[src/rtl/tmr_driver_bank.sv]
// Bank of triple-modular-redundant discrete-output drivers.
// Each channel votes three lanes, latches persistent lane faults, and glitch-filters the vote onto DO.
module tmr_driver_bank #(
    parameter int CHANNELS      = 4,
    parameter int FILTER_CYCLES = 3,
    parameter int FAULT_CYCLES  = 8
) (
    input  logic                  SIM_CLK,
    input  logic                  SIM_RST,
    input  logic [CHANNELS-1:0]   DOR_A,
    input  logic [CHANNELS-1:0]   DOR_B,
    input  logic [CHANNELS-1:0]   DOR_C,
    input  logic                  FAULT_CLR,
    output logic [CHANNELS-1:0]   DO,
    output logic [3*CHANNELS-1:0] LANE_FAULT,
    output logic [CHANNELS-1:0]   DISAGREE,
    output logic [CHANNELS-1:0]   CH_FAIL
);

    localparam int FLW = (FILTER_CYCLES < 2) ? 1 : $clog2(FILTER_CYCLES + 1);
    localparam int FCW = $clog2(FAULT_CYCLES + 1);
    localparam logic [FLW-1:0] FILT_LAST  = FLW'(FILTER_CYCLES - 1);
    localparam logic [FCW-1:0] FAULT_LAST = FCW'(FAULT_CYCLES - 1);
    localparam logic [FCW-1:0] FAULT_MAX  = FCW'(FAULT_CYCLES);

    for (genvar ch = 0; ch < CHANNELS; ch++) begin : g_ch
        logic [2:0]     lane;
        logic           maj;
        logic [2:0]     flt_q, flt_d;
        logic [FCW-1:0] cnt_q [3];
        logic [FCW-1:0] cnt_d [3];
        logic           vote, vote_ok;
        logic           dis_q, dis_d, fail_q, fail_d;
        logic           do_q, do_d;
        logic [FLW-1:0] fcnt_q, fcnt_d;

        assign lane = {DOR_C[ch], DOR_B[ch], DOR_A[ch]};
        assign maj  = (lane[0] & lane[1]) | (lane[0] & lane[2]) | (lane[1] & lane[2]);

        always_comb begin
            vote    = maj;
            vote_ok = 1'b1;
            dis_d   = 1'b0;
            fail_d  = 1'b0;
            // One faulted lane: the remaining pair must agree to produce a vote.
            case (flt_q)
                3'b000: ;
                3'b001: begin vote = lane[1]; vote_ok = (lane[1] == lane[2]); end
                3'b010: begin vote = lane[0]; vote_ok = (lane[0] == lane[2]); end
                3'b100: begin vote = lane[0]; vote_ok = (lane[0] == lane[1]); end
                default: begin vote_ok = 1'b0; fail_d = 1'b1; end
            endcase
            if (flt_q == 3'b001 || flt_q == 3'b010 || flt_q == 3'b100)
                dis_d = !vote_ok;

            for (int l = 0; l < 3; l++) begin
                flt_d[l] = flt_q[l];
                cnt_d[l] = '0;
                if (lane[l] != maj) begin
                    if (cnt_q[l] >= FAULT_LAST) begin
                        cnt_d[l] = FAULT_MAX;
                        flt_d[l] = 1'b1;
                    end else begin
                        cnt_d[l] = cnt_q[l] + 1'b1;
                    end
                end
                if (FAULT_CLR) begin
                    cnt_d[l] = '0;
                    flt_d[l] = 1'b0;
                end
            end
            if (FAULT_CLR) begin
                dis_d  = 1'b0;
                fail_d = 1'b0;
            end

            do_d   = do_q;
            fcnt_d = '0;
            if (vote_ok && (vote != do_q)) begin
                if (fcnt_q == FILT_LAST)
                    do_d = vote;
                else
                    fcnt_d = fcnt_q + 1'b1;
            end
        end

        always_ff @(posedge SIM_CLK or negedge SIM_RST) begin
            if (!SIM_RST) begin
                flt_q  <= '0;
                dis_q  <= 1'b0;
                fail_q <= 1'b0;
                do_q   <= 1'b0;
                fcnt_q <= '0;
                for (int l = 0; l < 3; l++) cnt_q[l] <= '0;
            end else begin
                flt_q  <= flt_d;
                dis_q  <= dis_d;
                fail_q <= fail_d;
                do_q   <= do_d;
                fcnt_q <= fcnt_d;
                for (int l = 0; l < 3; l++) cnt_q[l] <= cnt_d[l];
            end
        end

        assign DO[ch]               = do_q;
        assign LANE_FAULT[3*ch +: 3] = flt_q;
        assign DISAGREE[ch]         = dis_q;
        assign CH_FAIL[ch]          = fail_q;
    end

endmodule

[config.mk]
export PLATFORM = sky130hd
export DESIGN_NAME = tmr_driver_bank
export DESIGN_NICKNAME = d
export VERILOG_FILES = /design/src/rtl/tmr_driver_bank.sv
export SDC_FILE = /design/constraint.sdc
export NUM_CORES = 1
export LEC_CHECK = 0
export ABC_AREA = 1
export CAP_MARGIN = 10
export CORE_MARGIN = 2
export CORE_UTILIZATION = 60
export CTS_BUF_LIST = sky130_fd_sc_hd__clkbuf_8
export CTS_CLUSTER_DIAMETER = 80
export DETAILED_ROUTE_END_ITERATION = 10
export HOLD_SLACK_MARGIN = 0.06
export PLACE_DENSITY = 0.92
export SLEW_MARGIN = 40
export SYNTH_ARGS = -nofsm -noshare
export SYNTH_HDL_FRONTEND = slang
export SYNTH_SLANG_ARGS = --single-unit
[constraint.sdc]
create_clock -name SIM_CLK -period 2.9 [get_ports SIM_CLK]
set_input_delay 0.435 -clock SIM_CLK [delete_from_list [all_inputs] [get_ports SIM_CLK]]
set_output_delay 0.435 -clock SIM_CLK [all_outputs]
set_load 0.01 [all_outputs]
# Word level (Yosys, flattened, before mapping)

Index checks and enable logic that the tools add are counted.

Register bits after elaboration: 80
Input bits: 15
Output and inout port bits: 24
Word-level logic and storage cells: 304

Add/subtract/negate cells: 16
Magnitude comparators: 12
Equality and inequality tests: 44
Mux-type cells: 104
Bitwise logic cells: 20
Reductions and logical operators: 68

Operators with widths:

| operator                                             | count |
|---|---|
| 2-to-1 mux 4 bit                                     | 36 |
| 2-to-1 mux 1 bit                                     | 52 |
| adder 4 x 1 -> 4 bit (second input constant)         | 12 |
| >= comparator 4 x 3 -> 1 bit (second input constant) | 12 |
| nonzero test 2 bit                                   | 24 |
| AND reduction 2 bit                                  | 16 |
| 2-to-1 mux 2 bit                                     | 8 |
| inequality test 1 bit                                | 16 |
| one-hot mux 1 bit (4 select lines)                   | 4 |
| OR reduction 4 bit                                   | 4 |
| bitwise AND 1 bit                                    | 12 |
| equality test 1 bit                                  | 12 |
| equality test 3 x 1 -> 1 bit (second input constant) | 4 |
| equality test 3 x 2 -> 1 bit (second input constant) | 4 |
| equality test 3 bit (second input constant)          | 4 |
| logical NOT 3 bit                                    | 4 |
| adder 2 x 1 -> 2 bit (second input constant)         | 4 |
| equality test 2 bit (second input constant)          | 4 |
| logical OR 1 bit                                     | 8 |
| bitwise OR 1 bit                                     | 8 |
| one-hot mux 1 bit (2 select lines)                   | 4 |
| OR reduction 2 bit                                   | 4 |
| logical AND 1 bit                                    | 4 |
| logical NOT 1 bit                                    | 4 |

# Logic depth before layout (Yosys ltp)

Gate-level depths: netlist of the first run.

Depth after elaboration: 7
Depth in mapped cells: 12
Depth with buffers taken out: 12

# Least setup slack after synthesis of the first run

OpenSTA, ideal clock, no wires.

Path type: input to register
From: input DOR_B[0]
To: register g_ch[0].do_q
Setup time: 117 ps
Data arrival time: 1,283 ps
Required time: 2,783 ps
Slack: 1,500 ps
Stages: 6
Path buffers: 0
Cell sequence: ha_1 or2_2 nand3_1 nand4_1 nand2_1 nand2_1

Word-level cells in the longest chain between the ends: 7
Elaborated cells between the ends (all ways): 11
Classes of those cells: eq/ne (3); mux (2); bitwise (4); reduce/logical (2)

RTL lines:

| element                            | RTL line | source |
|---|---|---|
| from (decl)                        | 11       | `input logic [CHANNELS-1:0] DOR_B,` |
| bitwise AND 1 bit                  | 38       | `assign maj = (lane[0] & lane[1]) \| (lane[0] & lane[2]) \| (lane[1] & lane[2]);` |
| bitwise OR 1 bit (2 in series)     | 38       |  |
| one-hot mux 1 bit (2 select lines) | 46       | `case (flt_q)` |
| inequality test 1 bit              | 79       | `if (vote_ok && (vote != do_q)) begin` |
| logical AND 1 bit                  | 79       |  |
| AND reduction 2 bit (no line)      | --       |  |
| to (signal assigned)               | 99       | `do_q <= do_d;` |
| to (decl)                          | 34       | `logic do_q, do_d;` |

Several ways; a longest one is shown, not always the timed one.
A chain may end at the register's enable or synchronous reset.

# Worst setup path after layout of the first run

From: register g_ch[2].flt_q[2]
To: output LANE_FAULT[8]

RTL lines:

| element                | RTL line | source |
|---|---|---|
| from (decl)            | 29       | `logic [2:0] flt_q, flt_d;` |
| from (signal assigned) | 96       | `flt_q <= flt_d;` |
| to (decl)              | 15       | `output logic [3*CHANNELS-1:0] LANE_FAULT,` |

No word-level cell between the ends.

==> summary.md, run 1 <==
| Metric | Value |
|---|---|
| Wirelength, routed | 7820 µm |
| Synth-to-Final Area Change | 15.2% |
| Antenna diode instance count | 0 |
| Number of nets with antenna violations after routing | 0 |
| Final RePlAce weighted congestion | just over 0.9 |
| Multi-input combinational cell area | approximately 1600 µm² |
| Count of vias placed by the detailed router | roughly 3200 |
| Largest net degree at the start of global routing | slightly above 80 |
| Simple-gate portion of the synthesized area | 0.274 |
| Num rows | 29 |
| M3 GR Usage | 0.0664 |
| Area of all sequential standard cells | around 2000 µm² |
| Global Route met1 Usage | 0.285 |
| Endpoint kind of the worst setup timing path | output pin |
| I/O Pins | 39 |
| Post-route setup TNS | 0 ns |
| Commonest non-fill, non-tap cell in the layout | dfrtp_1 |
| Worst IR drop on VDD | between 0.4 and 0.5 mV |
| Worst endpoint required time | about 2.5 ns |
| Largest fanout on the critical path | 6 |
| Final instance count without filler cells | ~600 |
| Worst-case setup margin in the final layout | ~1.0 ns |
| HPWL reported at the end of detailed placement | between 5000 and 6000 µm |
| Achievable clock frequency | approximately 0.54 GHz |
| Layout net count | roughly 540 |
| Fin crit period | 1.86 ns |
| Fraction of the mapped netlist area in adder cells | 0.0501 |
| Number of optimization iterations in the first detailed-route pass | 4 |
| Clk slew on worst S/H paths | about 0.09 ns |
| GRT Resource Usage Total | 0.240 |
| Worst min-delay path class | in -> async |
| Buffers inserted during post-CTS setup optimization | 0 |
| Max-slew headroom at the worst pin | 0.529 |
| Post_cts resized | 0 |
| Maxcap violations | 0 |
| Maximum clock path buffer count | 2 |
| Multiplexer area fraction after synthesis | 0 |
| Beginning of the worst register-to-register path | g_ch[2].flt_q[2]$_DFFE_PN0P_ |
| Largest family of logic cells by synthesized area | simple AND/OR/NAND/NOR gates |
| Latest clock arrival within the worst-skew pair | 0.36 ns |
| Count of placed standard cells including taps | between 500 and 600 |
| Clock tree from TritonCTS | done |
| Worst-case clock skew | about 0.012 ns |
| # H-tree levels | 3 |
| Arr. time, crit path | ~1.4 ns |
| Number of global-route vias before repair | 3260 |
| Layout cells sized above 1 | 0.110 |
| Buffers plus inverters on the worst setup path | 1 |
| Layer carrying the most global-route usage | met2 |
| Wire length of the first global-routing pass | 13800 µm |
| Commonest cells after routing, fill and taps aside | 80 x dfrtp_1, 74 x nor2_1, 74 x nand2_1 |
| Total placed instance area | roughly 4400 µm² |
| Master cell of the clock root buffer | clkbuf_8 |
| Maximum cell stage delay along the critical path | 0.59 ns |
| Met2 track demand over resource in global routing | 0.415 |
| Count of fill cells added during filler insertion | 478 |
| Clock sink count | 80 |
| Final-report max-slew violation count | 0 |
| Antenna violations before repair | 0 |
| XOR/XNOR Fraction of Synth Area | 0 |
| Capture point of the worst reg-to-reg path | g_ch[2].do_q$_DFFE_PN0P_ |
| Number of cells on the worst reg-to-reg path | 8 |
| Floorplan core area | approximately 6400 µm² |
| Count of buffers inserted at the top-level ports | 38 |
| Height of the chip | 85.6 µm |
| DRC violation total after the first TritonRoute iteration | 125 |
| Die extent in x | roughly 86 µm |
| Critical-path cell with the highest stage delay | clkdlybuf4s50_1 |
| Count of warnings emitted by yosys | 0 |
| Setup CP Type | reg -> out |
| Count of cell types in the netlist | 37 |
| Top delay family on crit path | buffers and inverters |
| Average wire per standard cell | 13.3 µm |
| Cell-by-cell trace of the critical path | clkdlybuf4s50_1 |
| Setup repair after global routing missed its margin | no |
| CP startpoint kind | flip-flop |
| Total setup violations reported at the end of the flow | 0 |
| Global-route congestion overflow total | 0 |
| Post-synthesis sequential area ratio | 0.501 |
| # DRC | 0 |
| Number of vias per cell after detailed routing | around 5.5 |
| Total of flip-flops plus latches after synthesis | 80 |
| Area fraction in compound gates after synthesis | 0.0855 |
| Setup slack after placement | a little over 0.8 ns |
| Final Power | roughly 2600 µW |
| Total standard cell area after synthesis | 4000 µm² |
| Final critical-path share of the clock period | 0.642 |
| Leakage power of the design | roughly 0.0023 µW |
| Cells after synthesis | ~470 |
| Average instance area after synthesis | roughly 8.5 µm² |
| Power per cell area | about 570 nW/µm² |
| Post-Layout Inst Area | 4600 µm² |
| Number of buffers added by the clock tree synthesis step | 9 |
| Run status | finished clean |
| Initial Util | 0.626 |
| Total nets after synthesis | ~500 |
| Number of hold buffers added after CTS | 0 |
| Reg2reg setup slack | ~1.3 ns |
| Endpoints failing hold | 0 |
| Full die area | ~7300 µm² |
| Worst slew pin tran | around 0.71 ns |
## cell type report
cell class / count / area share
flip-flops and latches: 80 / 0.435
multi-input cells: 309 / 0.356
repair buffers: 40 / 0.0862
inverters: 66 / 0.0538
clock buffers: 10 / 0.0299
well taps: 77 / 0.0209
clock inverters: 6 / 0.0182
## synth_stat cells (all sizes together)
master,count,area [µm²]
a211o,1,8.76
or2,3,21.3
or3,2,12.5
nor3,20,120
nand2,83,339
a211oi,2,15.0
a21oi,23,119
a31oi,6,37.5
buf,15,104
dfrtp,80,2000
nand4,8,71.3
o22ai,6,37.5
o211ai,1,12.5
ha,16,200
nand3,35,180
nor2,81,337
inv,66,248
a22o,1,8.76
clkbuf,1,3.75
o21ai,19,103
nor3b,2,15.0
## kinds of logic after synthesis
kind of cell / after synthesis
AO/OA/AOI/OAI: 59
flip-flops: 80
AND/OR/NAND/NOR: 234
buffers and inverters: 82
adder cells (fa/ha/maj): 16
## power by group
part / leakage (µW) / switching (µW) / internal [µW]
clock: 0.000110 / 410 / 504
sequential: 0.00109 / 82.3 / 1210
combinational: 0.00113 / 240 / 175
## how the worst max path moves through the flow
stage | from | endpoint | slack, ns | cells after the start
after floorplan | DOR_B[0] | g_ch[0].do_q$_DFFE_PN0P_ | 1.50 | 6
after global placement | DOR_B[0] | g_ch[0].do_q$_DFFE_PN0P_ | 0.89 | 7
after detailed placement | DOR_B[2] | g_ch[2].flt_q[0]$_DFFE_PN0P_ | 0.81 | 7
after CTS | g_ch[2].flt_q[2]$_DFFE_PN0P_ | LANE_FAULT[8] | 1.03 | 1
after global routing | g_ch[2].flt_q[2]$_DFFE_PN0P_ | LANE_FAULT[8] | 1.01 | 1
final | g_ch[2].flt_q[2]$_DFFE_PN0P_ | LANE_FAULT[8] | 1.04 | 1
## per-stage QoR
stage | hold slack [ns] | utilization
4_1_cts | 0.130 | 0.721
3_5_place_dp | 0.429 | 0.686
3_3_place_gp | 0.418 | 0.685
6_report | 0.0876 | 0.721
2_1_floorplan | 0.139 | -
5_1_grt | 0.152 | 0.721
## routing by layer
metal | wire (µm) | part of all wire
met5 | 0 | 0
met4 | 123 | 0.016
met3 | 271 | 0.035
met2 | 4030 | 0.52
met1 | 3390 | 0.43
## state kept, by name (all words and copies together) (netlist names)
| register | flops |
|---|---|
| g_ch.cnt_q | 48 |
| g_ch.dis_q | 4 |
| g_ch.do_q | 4 |
| g_ch.fail_q | 4 |
| g_ch.fcnt_q | 8 |
| g_ch.flt_q | 12 |
(Power assumes the default switching activity.)
==> run 2: changes to the inputs <==
CORE_UTILIZATION = 59   (was 60)
PLACE_DENSITY = 0.91   (was 0.92)
clock period = 1.9 ns   (was 2.9 ns; I/O delays follow)
==> run 2 against run 1 <==
Power is 51% higher. Worst setup slack got worse by 0.83 ns. First-iteration DRC count is 39% higher. Cell count rose by 0.85%. Cell area rose by 1.2%. Utilization grew 0.062 points. Non-clock buffer count rose by 6. Critical path depth is the same. Die area grew 1.6%. Clock-buffer cell count is 1 lower. Flip-flop and latch count unchanged. Largest power group unchanged.
==> summary.md, run 2 (synthesis gave the netlist of run 1 again) <==
| Metric | Value |
|---|---|
| Run status | finished clean (unchanged) |
| Combinational power share | 0.165 (was 0.159) |
| Antenna violations before repair | 0 (unchanged) |
| Maximum clock path buffer count | 2 (unchanged) |
| Final-report max-slew violation count | 0 (unchanged) |
| Setup repair after global routing missed its margin | no (unchanged) |
| Total setup violations reported at the end of the flow | 0 (unchanged) |
| Final Power | 3940 µW (was 2620 µW) |
| Commonest cells after routing, fill and taps aside | 80 x dfrtp_1, 74 x nor2_1, 74 x nand2_1 (unchanged) |
| Power per cell area | 847 nW/µm² (was 569 nW/µm²) |
| Setup CP Type | reg -> out (unchanged) |
| Worst-case clock skew | 0.00611 ns (was 0.0122 ns) |
| Commonest non-fill, non-tap cell in the layout | dfrtp_1 (unchanged) |
| Clock tree from TritonCTS | done (unchanged) |
| Clk slew on worst S/H paths | 0.08 ns (was 0.09 ns) |
| Antenna diode instance count | 0 (unchanged) |
| Master cell of the clock root buffer | clkbuf_8 (unchanged) |
| Endpoints failing hold | 0 (unchanged) |
| Number of global-route vias before repair | 3233 (was 3260) |
| Number of vias per cell after detailed routing | 5.47 (was 5.48) |
| Final critical-path share of the clock period | 0.889 |
| Reg2reg setup slack | 0.39 ns (was 1.34 ns) |
| Wire length of the first global-routing pass | 13600 µm (was 13800 µm) |
| Wirelength, routed | 7830 µm (was 7820 µm) |
| Synth-to-Final Area Change | 16.6% (was 15.2%) |
| Latest clock arrival within the worst-skew pair | 0.34 ns (was 0.36 ns) |
| Largest net degree at the start of global routing | 39 (was 81) |
| Worst slew pin tran | 0.481 ns (was 0.706 ns) |
| # DRC | 0 (unchanged) |
| GRT Resource Usage Total | 0.230 (was 0.240) |
| Clock share of power | 0.335 (was 0.349) |
| Max-slew headroom at the worst pin | 0.679 (was 0.529) |
| Count of buffers inserted at the top-level ports | 38 (unchanged) |
| Number of nets with antenna violations after routing | 0 (unchanged) |
| Highest signal layer in the routed design | met4 (unchanged) |
| Sw Share | 0.277 (was 0.280) |
| Met3 wire length | 332 µm (was 271 µm) |
| Layout net count | 543 (was 537) |
| Cell-by-cell trace of the critical path | clkdlybuf4s50_1 (unchanged) |
| Layout cells sized above 1 | 0.118 (was 0.110) |
| Flip-flop count of the largest register, all copies and words added | 48 (unchanged) |
| Global-route congestion overflow total | 0 (unchanged) |
| Average wire per standard cell | 13.2 µm (was 13.3 µm) |
| Routed length on met1 | 3330 µm (was 3390 µm) |
| Worst IR drop on VDD | 0.436 mV (was 0.422 mV) |
| DRC violation total after the first TritonRoute iteration | 174 (was 125) |
| Final instance count without filler cells | 593 (was 588) |
| Buffers plus inverters on the worst setup path | 1 (unchanged) |
| Initial Util | 0.619 (was 0.626) |
| Die extent in x | 86.3 µm (was 85.6 µm) |
| Final hold slack | 0.435 ns (was 0.0876 ns) |
| Count of vias placed by the detailed router | 3245 (was 3221) |
| Floorplan core area | 6460 µm² (was 6390 µm²) |
| Registers with the most flip-flops | g_ch.cnt_q x48, g_ch.flt_q x12, g_ch.fcnt_q x8 (unchanged) |
| Leakage power of the design | 0.00236 µW (was 0.00233 µW) |
| Arr. time, crit path | 1.41 ns (was 1.43 ns) |
| Height of the chip | 86.3 µm (was 85.6 µm) |
| Routed wire length on met2 | 4030 µm (about the same) |
| Final RePlAce weighted congestion | 0.849 (was 0.910) |
| Number of hold buffers added after CTS | 1 (was 0) |
| Maxcap violations | 0 (unchanged) |
| Worst min-delay path class | in -> async (unchanged) |
| Count of placed standard cells including taps | 577 (was 572) |
| Register bank with the most flops | g_ch.cnt_q (unchanged) |
| Top delay family on crit path | buffers and inverters (unchanged) |
| Endpoint kind of the worst setup timing path | output pin (unchanged) |
| Internal power consumption | 2850 µW (was 1890 µW) |
| Number of optimization iterations in the first detailed-route pass | 4 (unchanged) |
| HPWL reported at the end of detailed placement | 5670 µm (was 5490 µm) |
| Number of buffers added by the clock tree synthesis step | 9 (unchanged) |
| Maximum cell stage delay along the critical path | 0.58 ns (was 0.59 ns) |
| Buffers inserted during post-CTS setup optimization | 0 (unchanged) |
| Post_cts resized | 0 (unchanged) |
| Worst endpoint required time | 1.62 ns (was 2.47 ns) |
| Sequential share of power | 0.500 (was 0.493) |
| Full die area | 7450 µm² (was 7330 µm²) |
| Achievable clock frequency | a little under 0.6 GHz |
| Num rows | 29 (unchanged) |
| Clock sink count | 80 (unchanged) |
| # H-tree levels | 3 (unchanged) |
| I/O Pins | 39 (unchanged) |
| Net Sw Power | 1090 µW (was 732 µW) |
| Critical-path cell with the highest stage delay | clkdlybuf4s50_1 (unchanged) |
| CP startpoint kind | flip-flop (unchanged) |
| Post-route setup TNS | 0 ns (unchanged) |
| Fin crit period | 1.69 ns |
| Largest fanout on the critical path | 6 (unchanged) |
-- run 2: cell types whose count changed in the layout (fill, tap and decap cells not counted), sizes merged --
cell / delta
clkinv: +1
dlygate4sd3: +1
clkbuf: -1
buf: +5
inv: -1
-- run 2: power groups by stage --
stage / Clock [µW] / Sequential (µW) / Combinational [µW]
after floorplan: 0 / 1970 / 456
after global placement: 0 / 1990 / 610
after detailed placement: 0 / 2000 / 653
after CTS: 1350 / 1970 / 657
after global routing: 1420 / 1990 / 745
final: 1320 / 1970 / 652
-- run 2: final timing paths --
kind                                                   start                           end  cells past startpoint
min in group SIM_CLK             g_ch[2].cnt_q[11]$_DFF_PN0_    g_ch[2].cnt_q[8]$_DFF_PN0_                      1
worst min-delay path                                 SIM_RST      g_ch[2].fail_q$_DFF_PN0_                      2
worst min register to register   g_ch[2].cnt_q[11]$_DFF_PN0_    g_ch[2].cnt_q[8]$_DFF_PN0_                      1
max in group asynchronous                            SIM_RST  g_ch[3].flt_q[1]$_DFFE_PN0P_                      3
worst max-delay path            g_ch[2].flt_q[2]$_DFFE_PN0P_                 LANE_FAULT[8]                      1
worst max register to register  g_ch[0].flt_q[0]$_DFFE_PN0P_   g_ch[0].fcnt_q[0]$_DFF_PN0_                      9
-- run 2: layout make-up --
cell class                 instances  area [µm²]
multi-input combinational        309        1640
tap                               77        96.3
clock buffer                       9         124
sequential                        80        2000
clock inverter                     6        85.1
timing repair buffer              46         465
fill                             478        1800
inverter                          66         248
-- run 2: per-layer routing --
layer  vias to the layer above  global-route usage
met5                         -                   0
met2                        96               0.405
met1                      1523               0.276
met4                         0              0.0938
li1                       1610                   -
met3                        16              0.0467
-- run 2: metrics by stage --
step / setup slack (ns) / util / cell area, µm²
final: 0.210 / 0.721 / 4660
after global routing: 0.153 / 0.721 / 4660
after CTS: 0.193 / 0.721 / 4660
after detailed placement: 0.0358 / 0.687 / 4440
after global placement: 0.137 / 0.687 / 4440
after floorplan: 0.525 / - / 4000
==> run 3: changes to the inputs <==
PLACE_DENSITY = 0.82   (was 0.91)
SLEW_MARGIN = 30   (was 40)
==> run 3 against run 2 <==
Clock-buffer cell count increased by 2. First-iteration DRC count fell by 33%. Global-route usage shrank 0.81 points. Maximum frequency increased by 0.46%. Critical path depth unchanged. Worst setup slack improved by 0.0077 ns. Largest cell class unchanged.
==> summary.md, run 3 (synthesis gave the netlist of run 1 again) <==
| Metric | Value |
|---|---|
| Master cell of the clock root buffer | clkbuf_8 (unchanged) |
| Wirelength, routed | 7340 µm (was 7830 µm) |
| Maximum clock path buffer count | 2 (unchanged) |
| CP startpoint kind | flip-flop (unchanged) |
| HPWL reported at the end of detailed placement | 5380 µm (was 5670 µm) |
| Clock sink count | 80 (unchanged) |
| Fin crit period | 1.68 ns (was 1.69 ns) |
| Count of vias placed by the detailed router | 3189 (was 3245) |
| Clk slew on worst S/H paths | 0.08 ns (about the same) |
| Final Power | 3860 µW (was 3940 µW) |
| Full die area | 7450 µm² (unchanged) |
| Num rows | 29 (unchanged) |
| Layout cells sized above 1 | 0.118 (about the same) |
| Number of vias per cell after detailed routing | 5.36 (was 5.47) |
| M3 GR Usage | 0.0333 (was 0.0467) |
| Final hold slack | 0.361 ns (was 0.435 ns) |
| Post-route setup TNS | 0 ns (unchanged) |
| Maxcap violations | 0 (unchanged) |
| Flip-flop count of the largest register, all copies and words added | 48 (unchanged) |
| Synth-to-Final Area Change | 16.5% (was 16.6%) |
| Top delay family on crit path | buffers and inverters (unchanged) |
| Antenna diode instance count | 0 (unchanged) |
| GRT Resource Usage Total | 0.222 (was 0.230) |
| # DRC | 0 (unchanged) |
| Worst endpoint required time | 1.62 ns (about the same) |
| Largest net degree at the start of global routing | 44 (was 39) |
| Worst-case clock skew | 0.00941 ns (was 0.00611 ns) |
| Maximum cell stage delay along the critical path | 0.58 ns (about the same) |
| Endpoints failing hold | 0 (unchanged) |
| Die extent in x | 86.3 µm (unchanged) |
| Endpoint kind of the worst setup timing path | output pin (unchanged) |
| Wire length of the first global-routing pass | 13200 µm (was 13600 µm) |
| Layout net count | 544 (was 543) |
| Final RePlAce weighted congestion | 0.878 (was 0.849) |
| Total setup violations reported at the end of the flow | 0 (unchanged) |
| Final-report max-slew violation count | 0 (unchanged) |
| Clock tree from TritonCTS | done (unchanged) |
| Run status | finished clean (unchanged) |
| Count of buffers inserted at the top-level ports | 38 (unchanged) |
| Setup repair after global routing missed its margin | no (unchanged) |
| Worst min-delay path class | in -> async (unchanged) |
| Number of nets with antenna violations after routing | 0 (unchanged) |
| Register bank with the most flops | g_ch.cnt_q (unchanged) |
| Max-slew headroom at the worst pin | 0.741 (was 0.679) |
| Largest fanout on the critical path | 6 (unchanged) |
| Latest clock arrival within the worst-skew pair | 0.35 ns (was 0.34 ns) |
| Setup CP Type | reg -> out (unchanged) |
| Achievable clock frequency | 0.594 GHz (was 0.592 GHz) |
| Global-route congestion overflow total | 0 (unchanged) |
| Leakage power of the design | 0.00237 µW (was 0.00236 µW) |
| Number of buffers added by the clock tree synthesis step | 9 (unchanged) |
| Antenna violations before repair | 0 (unchanged) |
| # H-tree levels | 3 (unchanged) |
| Final instance count without filler cells | 595 (was 593) |
| Global Route met1 Usage | 0.283 (was 0.276) |
| Power per cell area | 828 nW/µm² (was 847 nW/µm²) |
| Buffers plus inverters on the worst setup path | 1 (unchanged) |
| Post_cts resized | 0 (unchanged) |
| Final critical-path share of the clock period | 0.885 (was 0.889) |
| Initial Util | 0.619 (unchanged) |
| Cell-by-cell trace of the critical path | clkdlybuf4s50_1 (unchanged) |
| Commonest non-fill, non-tap cell in the layout | dfrtp_1 (unchanged) |
| Reg2reg setup slack | 0.39 ns (about the same) |
| Critical-path cell with the highest stage delay | clkdlybuf4s50_1 (unchanged) |
| Worst slew pin tran | 0.386 ns (was 0.481 ns) |
| Floorplan core area | 6460 µm² (unchanged) |
| Worst IR drop on VDD | 0.705 mV (was 0.436 mV) |
| Number of global-route vias before repair | 3178 (was 3233) |
| Height of the chip | 86.3 µm (unchanged) |
| Commonest cells after routing, fill and taps aside | 80 x dfrtp_1, 74 x nor2_1, 74 x nand2_1 (unchanged) |
| Met2 track demand over resource in global routing | 0.369 (was 0.405) |
| Number of optimization iterations in the first detailed-route pass | 4 (unchanged) |
| Registers with the most flip-flops | g_ch.cnt_q x48, g_ch.flt_q x12, g_ch.fcnt_q x8 (unchanged) |
| Utilization of the core after routing | 0.721 (about the same) |
| Count of placed standard cells including taps | 578 (was 577) |
| DRC violation total after the first TritonRoute iteration | 116 (was 174) |
| Count of fill cells added during filler insertion | 497 (was 478) |
| Layer carrying the most global-route usage | met2 (unchanged) |
| I/O Pins | 39 (unchanged) |
| Arr. time, crit path | 1.40 ns (was 1.41 ns) |
| Average wire per standard cell | 12.3 µm (was 13.2 µm) |
-- run 3: cell type report --
| cell class | count | area (µm²) | share of cell area |
|---|---|---|---|
| Sequential cell | 80 | 2000 | 0.430 |
| Inverter | 66 | 248 | 0.0532 |
| Clock inverter | 5 | 47.5 | 0.0102 |
| Clock buffer | 11 | 151 | 0.0325 |
| Tap cell | 77 | 96.3 | 0.0207 |
| Timing Repair Buffer | 47 | 473 | 0.102 |
| Multi-Input combinational cell | 309 | 1640 | 0.352 |
-- run 3: routing by layer --
layer / vias to the layer above / wire length, µm
met3: 14 / 197
li1: 1607 / -
met4: 0 / 167
met2: 52 / 3670
met1: 1516 / 3310
met5: - / 0
-- run 3: worst paths after layout --
kind                       cells past startpoint                     endpoint                         start
hold reg to reg                                1  g_ch[3].fcnt_q[0]$_DFF_PN0_   g_ch[3].fcnt_q[1]$_DFF_PN0_
max in group asynchronous                      3   g_ch[1].cnt_q[1]$_DFF_PN0_                       SIM_RST
setup / recovery                               1                LANE_FAULT[8]  g_ch[2].flt_q[2]$_DFFE_PN0P_
hold / removal                                 2      g_ch[2].dis_q$_DFF_PN0_                       SIM_RST
setup reg to reg                               9     g_ch[3].do_q$_DFFE_PN0P_  g_ch[3].flt_q[2]$_DFFE_PN0P_
min in group SIM_CLK                           1  g_ch[3].fcnt_q[0]$_DFF_PN0_   g_ch[3].fcnt_q[1]$_DFF_PN0_
-- run 3: power by group --
group          switching [µW]  internal, µW
Combinational             363           281
Clock                     586           665
Sequential                116          1840
Total                    1070          2790
-- run 3: through the flow --
stage / instance area (µm²) / setup WS (ns)
after floorplan: 4000 / 0.525
after global placement: 4450 / 0.103
after detailed placement: 4450 / 0.0651
after CTS: 4660 / 0.204
after global routing: 4660 / 0.160
final: 4660 / 0.218
-- run 3: what timing repair did --
| action | in CTS | in global routing |
|---|---|---|
| setup buffers | 0 | 0 |
| hold buffers | 1 | 0 |
| endpoints found under the hold margin | 21 | 0 |
